$ cat config.mk
export PLATFORM = sky130hd
export DESIGN_NAME = seq_mult_unit_flat
export DESIGN_NICKNAME = d
export VERILOG_FILES = /design/src/rtl/seq_mult_unit_if.sv /design/src/rtl/seq_mult_unit.sv /design/src/flat_wrapper.sv
export SDC_FILE = /design/constraint.sdc
export NUM_CORES = 1
export LEC_CHECK = 0
export CORE_MARGIN = 8
export CORE_UTILIZATION = 56
export DETAILED_ROUTE_END_ITERATION = 16
export GPL_TIMING_DRIVEN = 0
export PLACE_DENSITY = 0.88
export SETUP_SLACK_MARGIN = 0.02
export SLEW_MARGIN = 5
export SYNTH_ARGS = -nofsm -noshare
export SYNTH_HDL_FRONTEND = slang
export SYNTH_SLANG_ARGS = --single-unit
$ cat constraint.sdc
create_clock -name Clk -period 5.1 [get_ports Clk]
set_input_delay 0.765 -clock Clk [delete_from_list [all_inputs] [get_ports Clk]]
set_output_delay 0.765 -clock Clk [all_outputs]
set_load 0.05 [all_outputs]
$ cat src/rtl/seq_mult_unit_if.sv
// seq_mult_unit_if -- operator-side bus of the sequential signed multiplier.
//   Run          start request (level-sampled)
//   ClearA_LoadB load request (level-sampled)
//   S            switch value: multiplicand, or multiplier when loading
//   Aval / Bval  product high / low half
//   X            sign-extension bit (product sign when Done)
//   Busy / Done  status decoded from the controller state
// The master modport drives the requests, and the slave modport (the
// multiplier) drives the results.
interface seq_mult_unit_if #(
   parameter int WIDTH = 8
);
   logic             Run;
   logic             ClearA_LoadB;
   logic [WIDTH-1:0] S;
   logic [WIDTH-1:0] Aval;
   logic [WIDTH-1:0] Bval;
   logic             X;
   logic             Busy;
   logic             Done;

   modport master (
      output Run, ClearA_LoadB, S,
      input  Aval, Bval, X, Busy, Done
   );

   modport slave (
      input  Run, ClearA_LoadB, S,
      output Aval, Bval, X, Busy, Done
   );
endinterface

$ cat src/rtl/seq_mult_unit.sv
// seq_mult_unit -- parametrised signed shift-add multiplier.
// The controller steps IDLE -> CLR -> (ADD -> SHIFT) x WIDTH -> DONE.
// A bit counter tracks the steps instead of one state per bit. The
// datapath is X:A:B, and the product ends up in {A,B}.
//   Clk    rising-edge clock
//   Reset  synchronous, active-high; returns to IDLE with X, A, B and the counter cleared
//   bus    seq_mult_unit_if.slave (Run, ClearA_LoadB, S in; Aval, Bval, X, Busy, Done out)
// Every output comes from a register or from the state register alone.
module seq_mult_unit #(
   parameter int WIDTH = 8
) (
   input  logic          Clk,
   input  logic          Reset,
   seq_mult_unit_if.slave bus
);

   localparam int              CNT_W    = $clog2(WIDTH + 1);
   localparam logic [CNT_W-1:0] LAST_BIT = CNT_W'(WIDTH - 1);

   typedef enum logic [2:0] {
      IDLE,
      CLR,
      ADD,
      SHIFT,
      DONE
   } state_t;

   state_t                  state;
   state_t                  state_nxt;
   logic signed [WIDTH-1:0] a_q;
   logic signed [WIDTH-1:0] b_q;
   logic                    x_q;
   logic [CNT_W-1:0]        cnt_q;

   // Sign-extended add/subtract one bit wider than the operands, so the
   // carry-out lands in X. The MSB of the multiplier has negative weight,
   // so its partial product is subtracted.
   function automatic logic signed [WIDTH:0] add_sub(
      input logic signed [WIDTH-1:0] acc,
      input logic signed [WIDTH-1:0] m,
      input logic                    sub
   );
      logic signed [WIDTH:0] acc_x;
      logic signed [WIDTH:0] m_x;
      acc_x = acc;
      m_x   = m;
      return sub ? (acc_x - m_x) : (acc_x + m_x);
   endfunction

   always_ff @(posedge Clk) begin
      if (Reset) state <= IDLE;
      else       state <= state_nxt;
   end

   // Load has priority over Run in IDLE. DONE waits for Run to drop, so a
   // held Run cannot start a second multiply.
   always_comb begin
      state_nxt = state;
      case (state)
         IDLE:    if (!bus.ClearA_LoadB && bus.Run) state_nxt = CLR;
         CLR:     state_nxt = ADD;
         ADD:     state_nxt = SHIFT;
         SHIFT:   state_nxt = (cnt_q == LAST_BIT) ? DONE : ADD;
         DONE:    if (!bus.Run) state_nxt = IDLE;
         default: state_nxt = IDLE;
      endcase
   end

   always_ff @(posedge Clk) begin
      if (Reset) begin
         a_q   <= '0;
         b_q   <= '0;
         x_q   <= 1'b0;
         cnt_q <= '0;
      end else begin
         case (state)
            IDLE: begin
               if (bus.ClearA_LoadB) begin
                  a_q <= '0;
                  x_q <= 1'b0;
                  b_q <= $signed(bus.S);
               end
            end
            // B is kept, so a Run with no reload multiplies the previous low half.
            CLR: begin
               a_q   <= '0;
               x_q   <= 1'b0;
               cnt_q <= '0;
            end
            ADD: begin
               if (b_q[0]) {x_q, a_q} <= add_sub(a_q, $signed(bus.S), cnt_q == LAST_BIT);
               else        x_q        <= a_q[WIDTH-1];
            end
            // Arithmetic right shift of X:A:B. X is copied into A's MSB and keeps its own value.
            SHIFT: begin
               a_q   <= {x_q, a_q[WIDTH-1:1]};
               b_q   <= {a_q[0], b_q[WIDTH-1:1]};
               cnt_q <= cnt_q + 1'b1;
            end
            default: ;
         endcase
      end
   end

   assign bus.Aval = a_q;
   assign bus.Bval = b_q;
   assign bus.X    = x_q;
   assign bus.Busy = (state == CLR) || (state == ADD) || (state == SHIFT);
   assign bus.Done = (state == DONE);

endmodule

$ cat src/flat_wrapper.sv
// flat-port wrapper written by rule: the top's interface ports become plain ports
module seq_mult_unit_flat 
#(
   parameter int WIDTH = 8
)
  (Clk, Reset, bus_Run, bus_ClearA_LoadB, bus_S, bus_Aval, bus_Bval, bus_X, bus_Busy, bus_Done);
  seq_mult_unit_if #(.WIDTH(WIDTH)) bus_i ();
  input  logic Clk;
  input  logic Reset;
  input wire logic [$bits(bus_i.Run)-1:0] bus_Run;
  input wire logic [$bits(bus_i.ClearA_LoadB)-1:0] bus_ClearA_LoadB;
  input wire logic [$bits(bus_i.S)-1:0] bus_S;
  output wire logic [$bits(bus_i.Aval)-1:0] bus_Aval;
  output wire logic [$bits(bus_i.Bval)-1:0] bus_Bval;
  output wire logic [$bits(bus_i.X)-1:0] bus_X;
  output wire logic [$bits(bus_i.Busy)-1:0] bus_Busy;
  output wire logic [$bits(bus_i.Done)-1:0] bus_Done;
  assign bus_i.Run = bus_Run;
  assign bus_i.ClearA_LoadB = bus_ClearA_LoadB;
  assign bus_i.S = bus_S;
  assign bus_Aval = bus_i.Aval;
  assign bus_Bval = bus_i.Bval;
  assign bus_X = bus_i.X;
  assign bus_Busy = bus_i.Busy;
  assign bus_Done = bus_i.Done;
  seq_mult_unit #(.WIDTH(WIDTH)) u_core (.Clk(Clk), .Reset(Reset), .bus(bus_i));
endmodule
==> results.cfg, run 1 <==
[pwr]
sw_frac_of_total_pct = 36.0
intPower_mw = 0.356
leakage_nw = 0.810
combPwrFrac_pct = 35.9
p_clk_share_pct = 25.5
p_sw_mw = 0.201
power.density_mw_per_mm2 = 268
power_mw = 0.557
seqPwrFrac_pct = 38.6
ir_worst_vdd_mv = 0.155

[routing]
ant_nets = 0
drt_pre_antenna_iters = 7
drt_wl_total_um = 4300
drtIter0Drc = 145
post_drt_wl_per_cell_um = 15.3
avgViaCountPerCell = 5.93
drc = 0
vias = 1667

[logic_synthesis]
synth_cell_types = 50
yosys-top-cells-area = dfxtp_1 (28%), ha_1 (7.4%), nor2_1 (6.4%), nand2_1 (5.8%), a21oi_1 (5.3%)
synth-edff-count = 0
synth.net_count = 238
async_reset_ff_share_pct = 0
syn_inst = 215
synth.yosys.seq_area_share_pct = 28.4
synth_top_cell_by_area = dfxtp_1
avgSynthCellArea_um2 = 7.86
ys_warn_count = 0
syn_area_mm2 = 0.00169
netlist.area_leader.share_pct = 28.4
ys_ff_latch = 24
synthFlopType = dfxtp_1

[clock_network]
clk_pin_slew_worst_paths_ns = 0.15
cts_buffers = 3
cts_sinks = 24
hold_buffers = 0
clock_latency_ns = 0.33
cts-root-buf = clkbuf_4
clockBufferDepth = 2
h-tree-depth = 1
ctsResizeCount = 0
cts_tree = yes
cts_setup_buffers = 0

[grt]
grt_start_max_net_pins = 15
grt_pass1_wl_um = 7380
grt_pass1_vias = 1545
grt-ovfl-total = 0
track_usage_pct = 18.0
antenna_found_initial = 0

[setup_path]
crit_path_start_kind = primary input
path_class = primary input to flop
max_stage_delay_ns = 0.61
path_cells = clkdlybuf4s50_1 > inv_1 > ha_1 > mux2_2 > fa_1 > nand2b_1 > a21oi_2 > o21ai_0 > and4_1 > a211oi_1 > a211oi_2
cp_data_arrival_time_ns = 3.73
path_max_fanout = 5
end_kind = flop
crit_path_top_delay_cell = clkdlybuf4s50_1
cp.required_ns = 5.30

[timing]
timing.final.crit_share_pct = 69.1
fin_skew_ns = 0.0147
finalMaxSlewViolations = 0
max_freq_ghz = 0.284
period_needed_ns = 3.52
setup_tns_ns = 0
setup_violations = 0
rsz0062_at_grt = false
whs_ns = 0.493
hold_viol_final = 0
slew_headroom_pct = 65.5
worst_pin_slew_ns = 0.516

[die]
io_pins = 31
die_x_um = 70.9
die_y_um = 70.9
core_mm2 = 0.00295
dieArea_mm2 = 0.00503
initial_core_util_pct = 57.2
num_rows = 20

[final_layout]
nFillCells = 234
antenna_cells = 0
layout.nets = 272
fin_util_pct = 70.3
syn_to_final_growth_pct = 22.7
drive_gt1_share_pct = 10.1

[job]
drv_cap = 0

[placement]
routabilityCongestion = 0.872
hpwlAfterDp_um = 3180
numPortBuffers = 29

[worst_hold_path]
hold_path.class = flop to flop

[outcome]
outcome = completed
registers in the layout, summed over array words and instances, names as in the netlist:
register,cells
u_core.bus.Aval,8
u_core.bus.Bval,8
u_core.bus.X,1
u_core.cnt_q,4
u_core.state,3
cells in the mapped netlist, drive strengths merged, types with 2 or more instances:
| cell | count |
|---|---|
| buf | 7 |
| nor3 | 4 |
| a32oi | 2 |
| nor2 | 33 |
| or3 | 4 |
| a21oi | 20 |
| ha | 10 |
| a311oi | 9 |
| xnor2 | 7 |
| a21o | 2 |
| a211oi | 9 |
| nand3 | 5 |
| nor4 | 3 |
| nand2 | 26 |
| nor2b | 3 |
| nand2b | 5 |
| dfxtp | 24 |
| o21ai | 6 |
| clkbuf | 3 |
| inv | 12 |
| and2 | 2 |
per-stage QoR:
stage               cells  worst slack [ns]  area, µm²
floorplan             215              2.21       1690
global placement      277              1.37       2020
detailed placement    277              1.34       2020
CTS                   281              1.63       2070
global route          281              1.43       2070
finish                281              1.58       2070
cell families (layout without fill, tap and decap cells):
kind of cell / after synthesis / after routing / synth area share, %
multiplexers: 1 / 1 / 0.666
AO/OA/AOI/OAI: 58 / 58 / 25.5
buffers and inverters: 22 / 55 / 6.00
flip-flops: 24 / 24 / 28.4
AND/OR/NAND/NOR: 92 / 92 / 27.2
adder cells (fa/ha/maj): 11 / 11 / 8.59
XOR/XNOR: 7 / 7 / 3.63
metal layers:
metal | wire length, µm | GRT usage, % | vias to the layer above
met5 | 0 | 0 | -
met4 | 74 | 7.62 | 0
met3 | 238 | 2.97 | 7
met2 | 1910 | 26.9 | 51
met1 | 2080 | 24.6 | 766
li1 | - | - | 843
layout make-up:
| class | instances | area [µm²] | share of cell area (%) |
|---|---|---|---|
| buffer | 10 | 56.3 | 2.71 |
| clock inverter | 1 | 30.0 | 1.45 |
| clock buffer | 3 | 22.5 | 1.09 |
| sequential | 24 | 480 | 23.2 |
| tap | 33 | 41.3 | 1.99 |
| multi-input combinational | 169 | 1110 | 53.4 |
| inverter | 12 | 45.0 | 2.17 |
| timing repair buffer | 29 | 290 | 14.0 |
cell usage in the layout, fill, tap and decap left out, types with 3 or more instances in the layout:
cell type,synthesis,layout
nor2_1,29,29
clkdlybuf4s50_1,0,29
nand2_1,26,26
dfxtp_1,24,24
a21oi_1,18,18
inv_1,11,11
ha_1,10,10
a311oi_1,9,9
xnor2_1,7,7
a211oi_1,7,7
nand2b_1,5,5
nand3_1,5,5
nor3_1,4,4
buf_4,4,4
o21ai_0,4,4
buf_2,3,3
clkbuf_1,3,3
nor2b_1,3,3
or3_1,3,3
clkbuf_4,0,3
worst paths after layout:
kind	startpoint	to	slack, ns	depth (start not counted)
max	bus_S[0]	u_core.bus.Aval[6]$_SDFFE_PP0P_	1.58	11
min	u_core.cnt_q[1]$_SDFFE_PP0P_	u_core.cnt_q[1]$_SDFFE_PP0P_	0.49	2
min reg2reg	u_core.cnt_q[1]$_SDFFE_PP0P_	u_core.cnt_q[1]$_SDFFE_PP0P_	0.49	2
max reg2reg	u_core.cnt_q[0]$_SDFFE_PP0P_	u_core.bus.Aval[6]$_SDFFE_PP0P_	1.86	11
critical path: cells and delay by family:
kind                     cells  cell delay [ns]
AO/OA/AOI/OAI                4             0.80
adder cells (fa/ha/maj)      2             0.70
buffers and inverters        2             0.69
AND/OR/NAND/NOR              2             0.47
multiplexers                 1             0.29
power groups by stage:
stage | clock network [mW] | registers [mW] | logic (mW)
2_1_floorplan | 0 | 0.257 | 0.100
3_3_place_gp | 0 | 0.219 | 0.196
3_5_place_dp | 0 | 0.219 | 0.199
4_1_cts | 0.145 | 0.215 | 0.200
5_1_grt | 0.155 | 0.217 | 0.218
6_report | 0.142 | 0.215 | 0.200
(Power assumes the default switching activity.)
==> inputs of run 2 (changes only) <==
--- a/config.mk
+++ b/config.mk
@@ -6,10 +6,10 @@
 export NUM_CORES = 1
 export LEC_CHECK = 0
 export CORE_MARGIN = 8
-export CORE_UTILIZATION = 56
+export CORE_UTILIZATION = 47
 export DETAILED_ROUTE_END_ITERATION = 16
 export GPL_TIMING_DRIVEN = 0
-export PLACE_DENSITY = 0.88
+export PLACE_DENSITY = 0.79
 export SETUP_SLACK_MARGIN = 0.02
 export SLEW_MARGIN = 5
 export SYNTH_ARGS = -nofsm -noshare
==> constraint.sdc (replaced) <==
create_clock -name Clk -period 3.1 [get_ports Clk]
set_input_delay 0.465 -clock Clk [delete_from_list [all_inputs] [get_ports Clk]]
set_output_delay 0.465 -clock Clk [all_outputs]
set_load 0.05 [all_outputs]
==> run 2 against run 1 <==
Non-clock buffer count is 1 higher; worst setup slack got worse by 1.5 ns; total power rose by 67%; via count rose by 0.96%; first-iteration DRC count fell by 12%; global-route usage decreased by 2.2 points; final cell count grew 5.0%; die area increased by 15%; critical endpoint unchanged.
==> results.cfg, run 2 (same netlist as run 1, synthesis figures left out) <==
[routing]
drc = 0
vias = 1683
drtIter0Drc = 127
drt_wl_total_um = 4600
avgViaCountPerCell = 5.71
drt_pre_antenna_iters = 4
post_drt_wl_per_cell_um = 15.6
ant_nets = 0

[setup_path]
crit_buf_inv = 2
crit_path_top_delay_cell = clkdlybuf4s50_1
cpMostUsedCell = a211oi_2
path_cells = clkdlybuf4s50_1 > inv_1 > ha_1 > mux2_2 > fa_1 > nand2b_2 > a21oi_2 > o21ai_0 > and4_1 > a211oi_2 > a211oi_2
r2r_end = u_core.bus.Aval[6]$_SDFFE_PP0P_
path_delay_family = adder cells
cp_data_arrival_time_ns = 3.18
end_kind = flop
crit_path_start_kind = primary input
rr_startpoint = u_core.cnt_q[0]$_SDFFE_PP0P_
max_stage_delay_ns = 0.58
r2r_slack_ns = 0.14
rr_worst_depth = 11
path_class = primary input to flop
cp.required_ns = 3.31
path_max_fanout = 5

[final_layout]
syn_to_final_growth_pct = 25.2
drive_gt1_share_pct = 12.4
layout_commonest_cell = nor2_1
layout.nets = 273
antenna_cells = 0
fin_util_pct = 62.4
final_cell_mix = nor2_1 (29), clkdlybuf4s50_1 (28), nand2_1 (26), dfxtp_1 (22), a21oi_1 (18)

[die]
dieArea_mm2 = 0.00577
io_pins = 31
initial_core_util_pct = 49.9
core_mm2 = 0.00339
num_rows = 21
die_y_um = 76.0
die_x_um = 76.0

[clock_network]
hold_buffers = 0
cts-root-buf = clkbuf_4
cts_buffers = 3
h-tree-depth = 1
cts_tree = yes
clock_latency_ns = 0.34
clk_pin_slew_worst_paths_ns = 0.16
clockBufferDepth = 2
cts_sinks = 24

[worst_hold_path]
hold-path-endpoint = u_core.cnt_q[1]$_SDFFE_PP0P_
hold_path_depth = 2
hp-start = u_core.cnt_q[1]$_SDFFE_PP0P_
hold_path.class = flop to flop

[pwr]
leakage_nw = 0.819
power_mw = 0.930
ir_worst_vdd_mv = 0.254
power.density_mw_per_mm2 = 440

[grt]
track_usage_pct = 15.8
grt-ovfl-total = 0
grt_start_max_net_pins = 15
grt_pass1_vias = 1693
grt_pass1_wl_um = 7820
antenna_found_initial = 0

[job]
drv_cap = 0

[timing]
period_needed_ns = 2.97
fin_skew_ns = 0.0154
hold_viol_final = 0
worst_pin_slew_ns = 0.634
finalMaxSlewViolations = 0
setup_violations = 0
max_freq_ghz = 0.336
slew_headroom_pct = 57.4
timing.final.crit_share_pct = 95.9

[placement]
numPortBuffers = 29
routabilityCongestion = 0.866
hpwlAfterDp_um = 3370

[outcome]
outcome = completed
==> run 2: layer usage <==
layer  global-route usage, %  vias up  routed length [µm]
li1                        -      851                   -
met5                       0        -                   0
met1                    20.0      773                2120
met4                    5.49        0                  89
met2                    24.9       48                2150
met3                    4.13       11                 250
==> run 2: final cells by class <==
class	instances	area [µm²]
fill	302	1270
multi-input combinational	169	1120
sequential	24	483
timing repair buffer	30	297
buffer	10	58.8
tap	46	57.6
inverter	12	45.0
clock inverter	1	30.0
clock buffer	3	22.5
==> run 2: metrics by stage <==
| stage | std cells | worst slack [ns] | hold WS [ns] | cell area (µm²) | TNS, ns |
|---|---|---|---|---|---|
| finish | 295 | 0.127 | 0.471 | 2120 | 0 |
| floorplan | 215 | 0.323 | 0.449 | 1690 | 0 |
| global placement | 290 | -0.351 | 0.461 | 2040 | -0.651 |
| detailed placement | 290 | -0.428 | 0.468 | 2040 | -0.892 |
| CTS | 295 | 0.0398 | 0.488 | 2100 | 0 |
| global route | 295 | -0.00297 | 0.515 | 2120 | -0.00297 |
==> run 2: worst max-delay path by stage <==
| stage | startpoint | end | slack (ns) | depth (start not counted) |
|---|---|---|---|---|
| 6_report | bus_S[1] | u_core.bus.Aval[6]$_SDFFE_PP0P_ | 0.13 | 11 |
| 3_5_place_dp | bus_S[0] | u_core.bus.Aval[6]$_SDFFE_PP0P_ | -0.43 | 11 |
| 3_3_place_gp | bus_S[0] | u_core.bus.Aval[6]$_SDFFE_PP0P_ | -0.35 | 11 |
| 4_1_cts | u_core.cnt_q[0]$_SDFFE_PP0P_ | u_core.bus.Aval[6]$_SDFFE_PP0P_ | 0.04 | 11 |
| 2_1_floorplan | u_core.cnt_q[0]$_SDFFE_PP0P_ | u_core.bus.Aval[6]$_SDFFE_PP0P_ | 0.32 | 11 |
| 5_1_grt | bus_S[1] | u_core.bus.Aval[6]$_SDFFE_PP0P_ | -0.003 | 11 |
==> run 2: tightest hold or removal path, cell delays in order (launching register included) <==
cell and delay [ns]:
dfxtp_2 0.36, nand2_1 0.05, a21oi_1 0.05
==> run 2: timing repair <==
action	4_1_cts	5_1_grt
resized for setup	1	7
pin swaps	1	1
buffers inserted	1	0
setup endpoints to repair	1	3
hold endpoints to repair	0	0
==> run 2: where the power goes <==
group / internal (mW) / total (mW) / switching, mW
clock: 0.131 / 0.239 / 0.108
combinational: 0.128 / 0.338 / 0.210
sequential: 0.331 / 0.353 / 0.0219
==> inputs of run 3 (changes only) <==
--- a/config.mk
+++ b/config.mk
@@ -5,11 +5,12 @@
 export SDC_FILE = /design/constraint.sdc
 export NUM_CORES = 1
 export LEC_CHECK = 0
+export CAP_MARGIN = 20
 export CORE_MARGIN = 8
 export CORE_UTILIZATION = 47
 export DETAILED_ROUTE_END_ITERATION = 16
 export GPL_TIMING_DRIVEN = 0
-export PLACE_DENSITY = 0.79
+export PLACE_DENSITY = 0.8
 export SETUP_SLACK_MARGIN = 0.02
 export SLEW_MARGIN = 5
 export SYNTH_ARGS = -nofsm -noshare
==> run 3 against run 2 <==
Die area did not move; worst setup slack improved by 0.025 ns; worst hold slack improved by 0.029 ns; largest cell class unchanged; largest power group unchanged.
==> results.cfg, run 3 (same netlist as run 1, synthesis figures left out) <==
[timing]
rsz0062_at_grt = false
timing.final.crit_share_pct = 95.1
fin_skew_ns = 0.00582
setup_ws_ns = 0.153
setup_violations = 0
worst_pin_slew_ns = 0.542
whs_ns = 0.500
finalMaxSlewViolations = 0
hold_viol_final = 0
period_needed_ns = 2.95
slew_headroom_pct = 63.6
max_freq_ghz = 0.339

[grt]
track_usage_pct = 15.3
use_met3_pct = 3.07
gr-usage-met1_pct = 19.0
grt_pass1_wl_um = 7530
grt_pass1_vias = 1592
gr-usage-met2_pct = 24.9
grt_start_max_net_pins = 15
grt.busiest_layer = met2
grt-ovfl-total = 0
antenna_found_initial = 0

[job]
drv_cap = 0

[setup_path]
path_cells = ha_1 > and3b_1 > buf_4 > mux2_2 > fa_1 > nand2b_4 > a21oi_2 > buf_4 > a221oi_4 > or3_1 > o2111a_1 > nand2_1
cp_data_arrival_time_ns = 3.23
rr_startpoint = u_core.cnt_q[1]$_SDFFE_PP0P_
end_kind = flop
r2r_slack_ns = 0.15
cp.required_ns = 3.39
rr_worst_depth = 12
path_max_fanout = 10
crit_path_top_delay_cell = fa_1
crit_path_start_kind = flop
r2r_end = u_core.bus.X$_SDFFE_PP0P_
path_class = flop to flop
cpMostUsedCell = buf_4
max_stage_delay_ns = 0.44
timing.critical_path.to = u_core.bus.X$_SDFFE_PP0P_
startpoint = u_core.cnt_q[1]$_SDFFE_PP0P_

[final_layout]
syn_to_final_growth_pct = 25.6
multi_input_area_mm2 = 0.00113
layout.nets = 273
nFillCells = 305
drive_gt1_share_pct = 12.0
layout_commonest_cell = nor2_1
antenna_cells = 0
seqCellArea_um2 = 482
final_cell_mix = nor2_1 (29), clkdlybuf4s50_1 (28), nand2_1 (26), dfxtp_1 (23), a21oi_1 (18)

[worst_hold_path]
hold_path.class = flop to flop

[outcome]
outcome = completed

[clock_network]
clock_latency_ns = 0.33
hold_buffers = 0
cts-root-buf = clkbuf_4
clockBufferDepth = 2
cts_sinks = 24
h-tree-depth = 1
cts_buffers = 3
cts_tree = yes
clk_pin_slew_worst_paths_ns = 0.14

[routing]
ant_nets = 0
vias = 1697
drt_wl_total_um = 4480
drc = 0
drt_pre_antenna_iters = 8
avgViaCountPerCell = 5.75
post_drt_wl_per_cell_um = 15.2
drtIter0Drc = 140

[placement]
pre_cts_slack_ns = -0.387
routabilityCongestion = 0.880
hpwlAfterDp_um = 3370
numPortBuffers = 29

[die]
die_y_um = 76.0
die_x_um = 76.0
initial_core_util_pct = 49.9
num_rows = 21
io_pins = 31
core_mm2 = 0.00339
dieArea_mm2 = 0.00577

[pwr]
leakage_nw = 0.833
ir_worst_vdd_mv = 0.229
power.density_mw_per_mm2 = 437
run 3: changes by cell type in the layout (fill, tap and decap cells not counted):
cell            before  now
dfxtp_1             22   23
dfxtp_2              2    1
dlygate4sd2_1        1    0
dlymetal6s2s_1       0    1
nand2b_2             1    0
nand2b_4             0    1
run 3: final cells by class:
class,count,share of cell area (%)
clock buffer,3,1.06
sequential,24,22.7
inverter,12,2.12
buffer,10,2.77
tap,46,2.71
multi-input combinational,169,53.1
clock inverter,1,1.41
timing repair buffer,30,14.1
run 3: how the worst min path moves through the flow:
| stage | from | end | cells after the start |
|---|---|---|---|
| 2_1_floorplan | u_core.cnt_q[2]$_SDFFE_PP0P_ | u_core.cnt_q[2]$_SDFFE_PP0P_ | 2 |
| 3_3_place_gp | u_core.cnt_q[1]$_SDFFE_PP0P_ | u_core.cnt_q[1]$_SDFFE_PP0P_ | 2 |
| 3_5_place_dp | u_core.cnt_q[2]$_SDFFE_PP0P_ | u_core.cnt_q[2]$_SDFFE_PP0P_ | 2 |
| 4_1_cts | u_core.cnt_q[2]$_SDFFE_PP0P_ | u_core.cnt_q[2]$_SDFFE_PP0P_ | 2 |
| 5_1_grt | u_core.bus.Bval[6]$_SDFFE_PP0P_ | u_core.bus.Bval[5]$_SDFFE_PP0P_ | 2 |
| 6_report | u_core.bus.Bval[4]$_SDFFE_PP0P_ | u_core.bus.Bval[3]$_SDFFE_PP0P_ | 2 |
run 3: worst max-delay path, delay by kind of cell, from the launching register on:
kind / cells / cell delay, ns
simple gates: 4 / 0.81
fa+ha+maj: 2 / 0.63
flops: 1 / 0.38
mux: 1 / 0.37
compound gates: 3 / 0.36
buf+inv: 2 / 0.34
run 3: report_power, final:
group / switching, mW / total, mW / internal [mW]
combinational: 0.210 / 0.339 / 0.130
clock: 0.104 / 0.235 / 0.131
sequential: 0.0220 / 0.353 / 0.331
total: 0.335 / 0.927 / 0.592
run 3: what timing repair did:
item                                    in CTS  in global routing
pin swaps                                    1                  0
endpoints found under the setup margin       1                  3
gates resized for setup                      0                  7
buffers inserted                             1                  0
run 3: metrics by stage:
step	instances	TNS [ns]	power, mW	utilization, %	instance area [µm²]
floorplan	215	0	0.588	-	1690
global placement	290	-0.630	0.683	60.1	2040
CTS	295	0	0.925	61.9	2100
finish	295	0	0.927	62.6	2120
global route	295	0	0.971	62.6	2120
detailed placement	290	-0.762	0.689	60.1	2040
run 3: metal layers:
layer / wire [µm] / up-vias
met1: 2010 / 801
met2: 2150 / 46
met5: 0 / -
met3: 234 / 9
li1: - / 841
met4: 91 / 0
